**config.mk**
```make
export PLATFORM = sky130hd
export DESIGN_NAME = clk_sys_rst_seq
export DESIGN_NICKNAME = d
export VERILOG_FILES = /design/src/rtl/clk_sys_rst_seq.sv
export SDC_FILE = /design/constraint.sdc
export NUM_CORES = 1
export LEC_CHECK = 0
export BUFFER_PORTS_ARGS = -buffer_cell sky130_fd_sc_hd__buf_2
export CORE_MARGIN = 2
export CORE_UTILIZATION = 55
export CTS_CLUSTER_DIAMETER = 50
export DETAILED_ROUTE_END_ITERATION = 16
export PLACE_DENSITY_LB_ADDON = 0.08
export SYNTH_ARGS = -nofsm -noshare
export SYNTH_HDL_FRONTEND = slang
export SYNTH_SLANG_ARGS = --single-unit
```
**constraint.sdc**
```tcl
create_clock -name clk_in1 -period 2.9 [get_ports clk_in1]
set_clock_uncertainty 0.1 [all_clocks]
set_input_delay 0.29 -clock clk_in1 [delete_from_list [all_inputs] [get_ports clk_in1]]
set_output_delay 0.29 -clock clk_in1 [all_outputs]
set_load 0.01 [all_outputs]
```
**src/rtl/clk_sys_rst_seq.sv**
```systemverilog
// Power-up / re-lock sequencer for the clk_sys clock wizard: holds the wizard in reset,
// waits for a qualified lock with bounded retries, then releases the three domain resets in order.
module clk_sys_rst_seq #(
    parameter int unsigned RST_CYCLES    = 64,
    parameter int unsigned LOCK_TIMEOUT  = 65535,
    parameter int unsigned STABLE_CYCLES = 1024,
    parameter int unsigned STAGGER       = 16,
    parameter int unsigned MAX_RETRY     = 4,
    parameter int unsigned CNT_W         = 16
) (
    input  logic       clk_in1,
    input  logic       reset,
    input  logic       reinit,
    input  logic       locked,
    output logic       mmcm_reset,
    output logic       rst_out1,
    output logic       rst_out2,
    output logic       rst_out3,
    output logic       pll_ok,
    output logic       lock_lost,
    output logic       fault,
    output logic [3:0] retry_cnt
);

    localparam int unsigned RETRY_W = 4;
    localparam int unsigned NUM_DOM = 3;

    localparam logic [CNT_W-1:0]   RST_LAST  = CNT_W'(RST_CYCLES - 1);
    localparam logic [CNT_W-1:0]   LOCK_LAST = CNT_W'(LOCK_TIMEOUT - 1);
    localparam logic [CNT_W-1:0]   STAB_LAST = CNT_W'(STABLE_CYCLES - 1);
    localparam logic [CNT_W-1:0]   STAG_LAST = CNT_W'(STAGGER - 1);
    localparam logic [RETRY_W-1:0] RETRY_MAX = RETRY_W'(MAX_RETRY);

    typedef enum logic [2:0] {
        ST_RST,
        ST_WAIT_LOCK,
        ST_STAB,
        ST_REL1,
        ST_REL2,
        ST_REL3,
        ST_RUN,
        ST_FAULT
    } state_e;

    state_e               state_q, state_d;
    logic [CNT_W-1:0]     cnt_q, cnt_d;
    logic [1:0]           sync_q;
    logic                 mmcm_reset_q, mmcm_reset_d;
    logic [NUM_DOM-1:0]   rst_out_q, rst_out_d;
    logic                 pll_ok_q, pll_ok_d;
    logic                 lock_lost_q, lock_lost_d;
    logic                 fault_q, fault_d;
    logic [RETRY_W-1:0]   retry_q, retry_d;
    logic [RETRY_W-1:0]   retry_inc;
    logic                 locked_s;
    logic                 released;

    assign locked_s  = sync_q[1];
    assign released  = (state_q == ST_REL1) || (state_q == ST_REL2) ||
                       (state_q == ST_REL3) || (state_q == ST_RUN);
    assign retry_inc = retry_q + RETRY_W'(1);

    // State, counter, lock synchronizer and registered outputs
    always_ff @(posedge clk_in1) begin
        if (reset) begin
            state_q      <= ST_RST;
            cnt_q        <= '0;
            sync_q       <= '0;
            mmcm_reset_q <= 1'b1;
            rst_out_q    <= '1;
            pll_ok_q     <= 1'b0;
            lock_lost_q  <= 1'b0;
            fault_q      <= 1'b0;
            retry_q      <= '0;
        end else begin
            state_q      <= state_d;
            cnt_q        <= cnt_d;
            sync_q       <= {sync_q[0], locked};
            mmcm_reset_q <= mmcm_reset_d;
            rst_out_q    <= rst_out_d;
            pll_ok_q     <= pll_ok_d;
            lock_lost_q  <= lock_lost_d;
            fault_q      <= fault_d;
            retry_q      <= retry_d;
        end
    end

    // Next state and next output values; reinit beats lock loss beats timers
    always_comb begin
        state_d      = state_q;
        cnt_d        = cnt_q;
        mmcm_reset_d = mmcm_reset_q;
        rst_out_d    = rst_out_q;
        pll_ok_d     = pll_ok_q;
        lock_lost_d  = 1'b0;
        fault_d      = fault_q;
        retry_d      = retry_q;

        if (reinit) begin
            state_d      = ST_RST;
            cnt_d        = '0;
            mmcm_reset_d = 1'b1;
            rst_out_d    = '1;
            pll_ok_d     = 1'b0;
            fault_d      = 1'b0;
            retry_d      = '0;
        end else if (released && !locked_s) begin
            state_d     = ST_RST;
            cnt_d       = '0;
            rst_out_d   = '1;
            pll_ok_d    = 1'b0;
            lock_lost_d = 1'b1;
        end else begin
            case (state_q)
                ST_RST: begin
                    // After a lock loss mmcm_reset rises one cycle late; count only while it is high
                    mmcm_reset_d = 1'b1;
                    if (mmcm_reset_q) begin
                        if (cnt_q == RST_LAST) begin
                            state_d      = ST_WAIT_LOCK;
                            cnt_d        = '0;
                            mmcm_reset_d = 1'b0;
                        end else begin
                            cnt_d = cnt_q + CNT_W'(1);
                        end
                    end
                end
                ST_WAIT_LOCK: begin
                    if (locked_s) begin
                        state_d = ST_STAB;
                        cnt_d   = '0;
                    end else if (cnt_q == LOCK_LAST) begin
                        cnt_d        = '0;
                        retry_d      = retry_inc;
                        mmcm_reset_d = 1'b1;
                        if (retry_inc == RETRY_MAX) begin
                            state_d = ST_FAULT;
                            fault_d = 1'b1;
                        end else begin
                            state_d = ST_RST;
                        end
                    end else begin
                        cnt_d = cnt_q + CNT_W'(1);
                    end
                end
                ST_STAB: begin
                    if (!locked_s) begin
                        state_d = ST_WAIT_LOCK;
                        cnt_d   = '0;
                    end else if (cnt_q == STAB_LAST) begin
                        state_d      = ST_REL1;
                        cnt_d        = '0;
                        rst_out_d[0] = 1'b0;
                    end else begin
                        cnt_d = cnt_q + CNT_W'(1);
                    end
                end
                ST_REL1, ST_REL2, ST_REL3: begin
                    if (cnt_q == STAG_LAST) begin
                        cnt_d = '0;
                        if (state_q == ST_REL1) begin
                            state_d      = ST_REL2;
                            rst_out_d[1] = 1'b0;
                        end else if (state_q == ST_REL2) begin
                            state_d      = ST_REL3;
                            rst_out_d[2] = 1'b0;
                        end else begin
                            state_d  = ST_RUN;
                            pll_ok_d = 1'b1;
                            retry_d  = '0;
                        end
                    end else begin
                        cnt_d = cnt_q + CNT_W'(1);
                    end
                end
                default: begin
                    state_d = state_q;
                end
            endcase
        end
    end

    assign mmcm_reset = mmcm_reset_q;
    assign rst_out1   = rst_out_q[0];
    assign rst_out2   = rst_out_q[1];
    assign rst_out3   = rst_out_q[2];
    assign pll_ok     = pll_ok_q;
    assign lock_lost  = lock_lost_q;
    assign fault      = fault_q;
    assign retry_cnt  = retry_q;

endmodule

```
==> impl_metrics.ini <==
[outcome]
outcome = finished, final reports clean

[clock_network]
clk_latency_ns = 0.33
cts_buffers = 5
cts_buffer_depth = 2
ctsResizeCount = 0
hold_buffers = 0
post_cts_buffers = 0
cts_tree = yes
cts.sinks = 32
ctsRootBufferMaster = clkbuf_4
h-tree-depth = 2
clk_pin_slew_ns = 0.10

[setup_path]
required_ns = 3.00
path_buf_inv = 0
path_cells = ha_1 > or4b_4 > or4_4 > a22o_4 > o21ai_4 > nor2_1
crit_slowest_cell = or4_4
worstSetupPathDepth = 6
start_kind = flip-flop
critPathTopFamily = simple AND/OR/NAND/NOR gates
worstSetupEndpointType = flip-flop
r2r.worst_path.cells = 6
path_class = flip-flop to flip-flop
slowest_delay_ns = 0.58
worstPathArrival_ns = 2.76
path_max_fanout = 16

[detailed_routing]
wl_um = 3300
ant_nets = 0
drcViolationCount = 0
first_iter_violations = 61
first_pass_iters = 4
drt-vias-per-instance = 6.14
routedWlPerCell_um = 14.1
vias = 1436

[floorplan]
core_um2 = 2780
start_util_pct = 58.4
io_pins = 15
dieArea_um2 = 3400
die_w_um = 58.3
die_y_um = 58.3
fp-row-count = 19

[synth]
synth_area_um2 = 1620
netlist_instances = 189
synth_warnings = 0
ys_ff_latch = 32
yosysMostFrequentCell = dfxtp_1
async_flop_share_pct = 0
synth_top_area_share_pct = 39.4
synthFlopType = dfxtp_1
ys_seq_area_share_pct = 39.4
synth_edf_count = 0
syn-num-nets = 196
synth_cell_types = 47
synth_area_per_cell_um2 = 8.59
yosysTopAreaCell = dfxtp_1
synthTopCellsByCount = dfxtp_1 (32), nor2_1 (25), nand2_1 (14)
synth.area.top_cells = dfxtp_1 (39%), nor2_1 (5.8%), xor2_1 (4.3%)

[power_and_ir_drop]
power_density_nw_per_um2 = 468
ir_worst_vdd_v = 0.000385
leakage_nw = 0.632

[sta]
relSlewSlack_pct = 47.2
tightest_slew_ns = 0.785
hold_violations = 0
rsz0062_at_grt = false
setup_tns_ns = 0
setup_ws_ns = 0.242
fin_crit_sh_pct = 91.6
setup_viol = 0
drv_slew = 0
min_period_ns = 2.66
fmax_mhz = 376

[final_layout]
fillers = 250
fin_nets = 209
antennaDiodeCount = 0
drive_above_1_share_pct = 16.3
syn2layout_area_growth_pct = 10.5

[global_routing]
antenna_found_initial = 0
grt_pass1_wl_um = 5540
grt_pass1_vias = 1264
grtUsageTotal_pct = 21.2
grt_overflow = 0
grt_max_degree = 17

[place]
hpwl_um = 2410
post-place-ws_ns = 0.244
place.gp.congestion = 0.855
io_buffers = 14

[run]
maxCapViolations = 0

[hold_path]
min_path_type = input pin to flip-flop
min_path_cells = 2
## cells by family after synthesis
family                     Yosys count  share of synthesized area, %
AOI/OAI and AO/OA                   31                          15.0
DFF                                 32                          39.4
and+or+nand+nor                     96                          32.1
xor gates and xnor gates            15                          8.09
buffers and inverters               12                          3.00
adders and majority gates            3                          2.31
## sequential cells by signal, summed over array words and instances, names as in the netlist
register / cells
fault: 1
cnt_q: 16
sync_q: 2
rst_out_q: 3
retry_cnt: 4
pll_ok: 1
state_q: 3
lock_lost: 1
mmcm_reset: 1
## layout make-up
| cell class | instances | area (µm²) | area share, % |
|---|---|---|---|
| repair buffers | 14 | 70.1 | 3.91 |
| well taps | 31 | 38.8 | 2.16 |
| flip-flops and latches | 32 | 641 | 35.7 |
| clock buffers | 7 | 65.1 | 3.63 |
| clock inverters | 1 | 30.0 | 1.67 |
| multi-input cells | 145 | 935 | 52.1 |
| inverters | 4 | 15.0 | 0.837 |
## cells in the final DEF (no fill, tap or decap), drive strengths merged, types with 4 or more instances in the layout
cell type  Yosys  layout
or2            5       5
clkbuf         7       7
buf            1      14
nor3           4       4
xnor2          7       7
dfxtp         32      32
a21oi          4       4
and4           4       4
nand4          7       7
nand3         10      10
and3           5       5
nor2          25      25
inv            4       4
nor4           4       4
xor2           8       8
o21ai          6       6
nand2         14      14
## path summary, 6_finish.rpt
check                             startpoint           end  slack [ns]
worst max-delay path                cnt_q[0]      cnt_q[4]        0.24
worst min-delay path                   reset     sync_q[1]        0.04
worst min register to register  rst_out_q[0]  rst_out_q[0]        0.35
worst max register to register      cnt_q[0]      cnt_q[4]        0.24
## through the flow
stage | area, µm² | total power [mW] | std cells | hold WS (ns) | utilization [%]
3_5_place_dp | 1700 | 0.474 | 226 | 0.338 | 61.1
6_report | 1790 | 0.839 | 234 | 0.0357 | 64.5
4_1_cts | 1790 | 0.849 | 234 | 0.0256 | 64.5
2_1_floorplan | 1620 | 0.468 | 189 | 0.262 | -
5_1_grt | 1790 | 0.870 | 234 | 0.0397 | 64.5
3_3_place_gp | 1700 | 0.473 | 226 | 0.323 | 61.1
## power by group
part	internal [mW]	switching [mW]
combinational	0.00652	0.0120
clock	0.229	0.147
sequential	0.442	0.00310
total	0.677	0.162
## worst register-to-register path: stages, from the launching register on
cell	delay, ns
dfxtp_1	0.39
ha_1	0.22
or4b_4	0.50
or4_4	0.58
a22o_4	0.26
o21ai_4	0.37
nor2_1	0.11
## metal layers
layer | share of wire, % | GRT usage (%)
met5 | 0 | 0
met4 | 1.2 | 9.97
met3 | 5.0 | 6.15
met2 | 50 | 34.5
met1 | 44 | 25.7
Note: power is estimated with default switching activity, not from simulation.
